File: config.mk
export PLATFORM = sky130hd
export DESIGN_NAME = reg_wb_arb
export DESIGN_NICKNAME = d
export VERILOG_FILES = /design/src/rtl/reg_wb_arb.sv
export SDC_FILE = /design/constraint.sdc
export NUM_CORES = 1
export LEC_CHECK = 0
export CAP_MARGIN = 20
export CORE_MARGIN = 1.5
export CORE_UTILIZATION = 38
export CTS_CLUSTER_DIAMETER = 50
export CTS_CLUSTER_SIZE = 40
export DETAILED_ROUTE_END_ITERATION = 12
export HOLD_SLACK_MARGIN = 0.02
export PLACE_DENSITY = 0.8
export RECOVER_POWER = 50
export REMOVE_ABC_BUFFERS = 1
export SLEW_MARGIN = 20
export SYNTH_ARGS = -nofsm -noshare
export SYNTH_HDL_FRONTEND = slang
export SYNTH_SLANG_ARGS = --single-unit
export TNS_END_PERCENT = 50
File: constraint.sdc
create_clock -name CLK_WB -period 1.9 [get_ports CLK_WB]
set_input_delay 0.38 -clock CLK_WB [delete_from_list [all_inputs] [get_ports CLK_WB]]
set_output_delay 0.38 -clock CLK_WB [all_outputs]
set_load 0.02 [all_outputs]
File: src/rtl/reg_wb_arb.sv
// Write-back arbiter for the shared register-file write port (ALU, RAM load, I/O),
// round-robin shared, with an 8-entry busy scoreboard fed by the issue stage.
module reg_wb_arb (
   input  logic        CLK_WB,
   input  logic        RESET_N,
   input  logic [2:0]  REQ,
   input  logic [2:0]  N_REG_0,
   input  logic [2:0]  N_REG_1,
   input  logic [2:0]  N_REG_2,
   input  logic [15:0] DATA_0,
   input  logic [15:0] DATA_1,
   input  logic [15:0] DATA_2,
   output logic [2:0]  GNT,
   input  logic        RSV_EN,
   input  logic [2:0]  RSV_REG,
   output logic        RSV_CONFLICT,
   output logic [2:0]  N_REG,
   output logic [15:0] REG_IN,
   output logic        REG_WEN,
   output logic [7:0]  BUSY
);

   logic [1:0]  last_r;
   logic [2:0]  pick_s;
   logic [1:0]  sel_s;
   logic [2:0]  gnt_s;
   logic [2:0]  n_reg_sel_s;
   logic [15:0] data_sel_s;
   logic [7:0]  clr_mask_s;
   logic [7:0]  set_mask_s;
   logic [7:0]  busy_nxt_s;

   // Returns {found, index} of the first requester after last, wrapping mod 3.
   function automatic logic [2:0] rr_pick(input logic [2:0] req, input logic [1:0] last);
      logic [1:0] first;
      logic [1:0] second;
      logic [1:0] third;
      case (last)
         2'd0:    begin first = 2'd1; second = 2'd2; third = 2'd0; end
         2'd1:    begin first = 2'd2; second = 2'd0; third = 2'd1; end
         default: begin first = 2'd0; second = 2'd1; third = 2'd2; end
      endcase
      if (req[first]) begin
         rr_pick = {1'b1, first};
      end else if (req[second]) begin
         rr_pick = {1'b1, second};
      end else if (req[third]) begin
         rr_pick = {1'b1, third};
      end else begin
         rr_pick = 3'b000;
      end
   endfunction

   // Grant selection and write-data mux of the winning requester.
   always_comb begin
      pick_s = rr_pick(REQ, last_r);
      sel_s  = pick_s[1:0];
      if (RESET_N && pick_s[2]) begin
         gnt_s = 3'b001 << sel_s;
      end else begin
         gnt_s = 3'b000;
      end
      case (sel_s)
         2'd0:    begin n_reg_sel_s = N_REG_0; data_sel_s = DATA_0; end
         2'd1:    begin n_reg_sel_s = N_REG_1; data_sel_s = DATA_1; end
         default: begin n_reg_sel_s = N_REG_2; data_sel_s = DATA_2; end
      endcase
   end

   assign GNT          = gnt_s;
   assign RSV_CONFLICT = RESET_N & RSV_EN & BUSY[RSV_REG];

   // Set is OR-ed in after the clear so a same-edge reserve of the written register wins.
   always_comb begin
      clr_mask_s = REG_WEN ? (8'h01 << N_REG) : 8'h00;
      set_mask_s = (RSV_EN && !RSV_CONFLICT) ? (8'h01 << RSV_REG) : 8'h00;
      busy_nxt_s = (BUSY & ~clr_mask_s) | set_mask_s;
   end

   // Registered write port toward reg_wb, pointer update and scoreboard state.
   always_ff @(posedge CLK_WB or negedge RESET_N) begin
      if (!RESET_N) begin
         last_r  <= 2'd2;
         N_REG   <= 3'd0;
         REG_IN  <= 16'h0000;
         REG_WEN <= 1'b0;
         BUSY    <= 8'h00;
      end else begin
         if (gnt_s != 3'b000) begin
            last_r  <= sel_s;
            N_REG   <= n_reg_sel_s;
            REG_IN  <= data_sel_s;
            REG_WEN <= 1'b1;
         end else begin
            REG_WEN <= 1'b0;
         end
         BUSY <= busy_nxt_s;
      end
   end

endmodule

-- Word level (Yosys, flattened, before mapping)
Index checks and enable logic that the tools add are counted.
- output and inout port bits: 32
- bits in registers: 30
- logic and storage cells: 45
- order comparisons: 4
- equality and inequality tests: 2
- reduce and logical (&&, ||, !) cells: 6
- shifts and indexed selects: 3
- muxes and demuxes: 20
- bitwise operators: 5
- operators with widths (operator ; count):
    $pmux 16 s2 ; 1
    $mux 8 ; 2
    $shl 1x3->8 const A ; 2
    $mux 3 ; 4
    $pmux 2 s2 ; 3
    $lt 2x3->1 const B ; 3
    $and 8x8->8 ; 1
    $not 8->8 ; 1
    $or 8x8->8 ; 1
    $bmux 1 s2 ; 3
    $pmux 3 s2 ; 1
    $mux 1 ; 5
    $eq 2x1->1 const B ; 2
    $logic_not 2->1 ; 2
    $lt 3x4->1 const B ; 1
    $bmux 1 s3 ; 1
    $reduce_bool 3->1 ; 1
    $shl 1x2->3 const A ; 1
    $and 1x1->1 ; 2
    $logic_and 1x1->1 ; 2
    $logic_not 1->1 ; 1

-- Logic depth before layout (Yosys ltp)
- depth in word-level cells: 11
- mapped depth: 7
- depth with buffers taken out: 4

-- Worst setup path after synthesis
OpenSTA, ideal clock, no wires.
- path kind: reg-to-output
- start: reg last_r[1]
- end: out GNT[2]
- required time: 1.520 ns
- path buffers: 3
- setup slack: 0.195 ns
- cell stages (with the launch flop): 7
- data arrival time: 1.325 ns
- cell sequence: dfstp_2 > buf_4 > a21oi_2 > o21a_1 > buf_6 > buf_6 > and2_1
- longest elaborated chain between the ends: 9
- elaborated cells on any way between the ends: 17
- classes of those cells: eq/ne: 1; shift: 1; mux: 13; reduce/logical: 2
- RTL lines (what ; RTL line ; source):
    start: declaration ; 23 ; logic [1:0] last_r;
    start signal: assignment ; 90 ; last_r <= sel_s;
    $eq 2x1->1 or $logic_not 2->1 (tied branches) ; 38 ; case (last)
    $pmux 2 s2 ; 38 ;
    $bmux 1 s2 ; 47 ; end else if (req[third]) begin
    $mux 1 (not written as such) ; 47 ;
    $mux 3 ; 47 ;
    $mux 3 ; 45 ; end else if (req[second]) begin
    $mux 3 * ; 43 ; if (req[first]) begin
    $shl 1x2->3 or $logic_and 1x1->1 (tied branches) ; 59, 58 ;
    $mux 3 * ; 58 ; if (RESET_N && pick_s[2]) begin
    end: declaration ; 13 ; output logic [2:0] GNT,
Every way passes the cells marked *; elsewhere a longest branch is shown, timed or not. The select of a mux whose other input is x is not followed.

-- Final worst setup path
Ends and elaborated chain as after synthesis.

==> results.tsv <==
metric	value	unit
Finished Core Util	68.0	%
DRT Pass-1 Iters	4	
core area	4350	um^2
CP top delay family	flip-flops	
top_reg_cell synth	dfrtp_1	
post-synthesis register bit count	30	
synthesized instance count	172	
commonest non-fill, non-tap cell in the layout	clkdlybuf4s50_1	
initial antenna violation count	0	
GR Layer Usage met3	7.65	%
Crit Path Class	reg -> out	
Final WS setup	0.00354	ns
Vias	1879	
fin area	2960	um^2
maximum VDD drop	0.000428	V
clock tree buffer depth	2	
max_cap viols	0	
Seq/Total Area, Yosys	43.8	%
chip width	70.2	um
Yosys cell types	37	
RSZ-0062 raised after global routing	true	
Setup Skew	0.00140	ns
Clk Latency, worst-skew pair	0.27	ns
Routed Antenna Nets	0	
first-pass GRT wire length	8050	um
vias in the first global route	1800	
Slew Viols, Final	0	
startpoint types	flip-flop	
Initial Util	39.4	%
CTS sink count	30	
CTS tree	done	
P&R area growth vs syn	72.5	%
Slew HR	66.9	%
Cell Chain, Critical Path	and2b_1, o21a_1, and2_4, buf_6	
CTS buffer count	5	
CP bufs+invs	1	
Fin. Hold Viols	0	
io pins	98	
Via density	5.43	
Avg WL per Cell	14.3	um
largest net degree at the start of global routing	36	
die height	70.2	um
Worst-Margin Slew	0.496	ns
Mapped Area	1720	um^2
std cell rows	24	
Cell Area, Placed	2870	um^2
Finish-stage setup viols	0	
# nets final	359	
M1 GR Usage	26.2	%
dpl ws	-0.724	ns
Worst Setup End Kind	primary output	
CP max-delay cell	dfstp_2	
Post-synth ARST share	100	%
Worst EP arrival	1.52	ns
ant diodes	0	
I/O Buffers	97	
RD Place Congestion	0.836	
GRT busiest layer	met2	
clk root buf	clkbuf_8	
GR Overflow Total	0	
Finished Layout Cells	346	
1st-iter DRT viols	123	
die area	4930	um^2
Post-synth EDFFs	0	
H-tree levels	2	
commonest non-fill, non-tap cells in the layout	clkdlybuf4s50_1, dfrtp_1, buf_4	
GRT Overall Usage	20.7	%
Syn. warnings	0	
GR Util met2	32.4	%
power density cells	919	nW/um^2
filler cell count	347	
Max Fclk	0.527	GHz
share of layout cells above drive strength 1	18.0	%
outcome	complete, no violations	
Leak Pwr	1.24	nW
DP HPWL	3860	um
Tcrit/Tclk final	99.8	%
Critical Path RT	1.52	ns
worst hold path class	in -> async	
CP Max Fanout	6	
Worst-path clk slew	0.06	ns
drc violations	0	
slowest cell delay on critical path	0.59	ns
drt total wl	4940	um
Cells after DPL	335	
Final min period	1.90	ns
syn_area_per_cell	9.97	um^2
[cell families after synthesis]
| kind of cell | after synthesis | share of synthesized area (%) |
|---|---|---|
| AOI/OAI and AO/OA | 65 | 29.7 |
| DFF | 30 | 43.8 |
| muxes | 3 | 3.21 |
| buffers and inverters | 17 | 7.37 |
| and+or+nand+nor | 57 | 15.9 |
[sequential cells by signal, indices dropped and copies added (netlist names)]
signal and flops:
REG_WEN 1, last_r 2, BUSY 8, N_REG 3
REG_IN 16
[power breakdown]
group	leakage, nW	internal, W	total [W]	switching (W)
clock network	0.0395	0.000259	0.000467	0.000208
registers	0.345	0.000801	0.000911	0.000110
logic	0.853	0.000754	0.00134	0.000589
[worst paths after layout]
kind                                        start                endpoint  depth (start not counted)  slack [ns]
setup / recovery            last_r[1]$_DFFE_PN1P_                  GNT[2]                          4       0.004
hold / removal                            RESET_N   REG_IN[7]$_DFFE_PN0P_                          2        0.41
setup reg to reg            last_r[1]$_DFFE_PN1P_  REG_IN[13]$_DFFE_PN0P_                          5        0.12
hold reg to reg            REG_IN[11]$_DFFE_PN0P_  REG_IN[11]$_DFFE_PN0P_                          2        0.48
max in group asynchronous                 RESET_N   last_r[1]$_DFFE_PN1P_                          2        1.08
min in group CLK_WB        REG_IN[11]$_DFFE_PN0P_  REG_IN[11]$_DFFE_PN0P_                          2        0.48
[routing by layer]
| metal | vias to the layer above | wire [um] |
|---|---|---|
| li1 | 906 | - |
| met1 | 866 | 1980 |
| met2 | 99 | 2370 |
| met3 | 8 | 497 |
| met4 | 0 | 87 |
| met5 | - | 0 |
[worst register-to-register path: stages (launching register included)]
cell and delay (ns):
dfstp_2 0.59, and2b_1 0.21, o21a_1 0.19, buf_4 0.20, a222oi_1 0.34, a21oi_1 0.12
[metrics by stage]
stage | setup TNS (ns) | hold slack, ns | total power (W)
2_1_floorplan | -0.183 | 0.0844 | 0.00147
3_3_place_gp | -4.64 | 0.448 | 0.00224
3_5_place_dp | -4.96 | 0.444 | 0.00226
4_1_cts | -0.0464 | 0.158 | 0.00273
5_1_grt | -0.125 | 0.441 | 0.00289
6_report | 0 | 0.406 | 0.00272
[synthesized netlist by cell type, types with 2 or more instances]
master	instances	area share (%)
dfrtp_1	29	42
nor2_1	21	4.6
a21oi_1	20	5.8
a222oi_1	17	9.9
nand2_1	12	2.6
nor2b_1	10	3.6
buf_6	7	4.6
nand3_1	5	1.5
a22o_1	4	2.0
a32o_1	4	2.3
clkbuf_1	4	0.88
o21ai_0	4	1.2
a21o_1	3	1.3
a21oi_2	2	1.0
a32oi_1	2	1.0
and2_1	2	0.73
buf_4	2	0.88
mux4_2	2	2.6
o2bb2ai_1	2	1.0
o31ai_1	2	0.88
or2_2	2	0.73
[cell type report]
cell class	count	area, um^2	share of cell area, %
inverters	2	7.51	0.254
well taps	52	65.1	2.20
clock buffers	8	80.1	2.71
flip-flops and latches	30	752	25.4
multi-input cells	125	847	28.6
repair buffers	129	1210	40.8
[what timing repair did]
item                                    CTS  global route
gates cloned                              0             0
hold buffers                              0             0
setup buffers                             0             3
resized for setup                        22             8
pin swaps                                 2             1
endpoints found under the setup margin    4             7
Note: power is estimated with default switching activity, not from simulation.
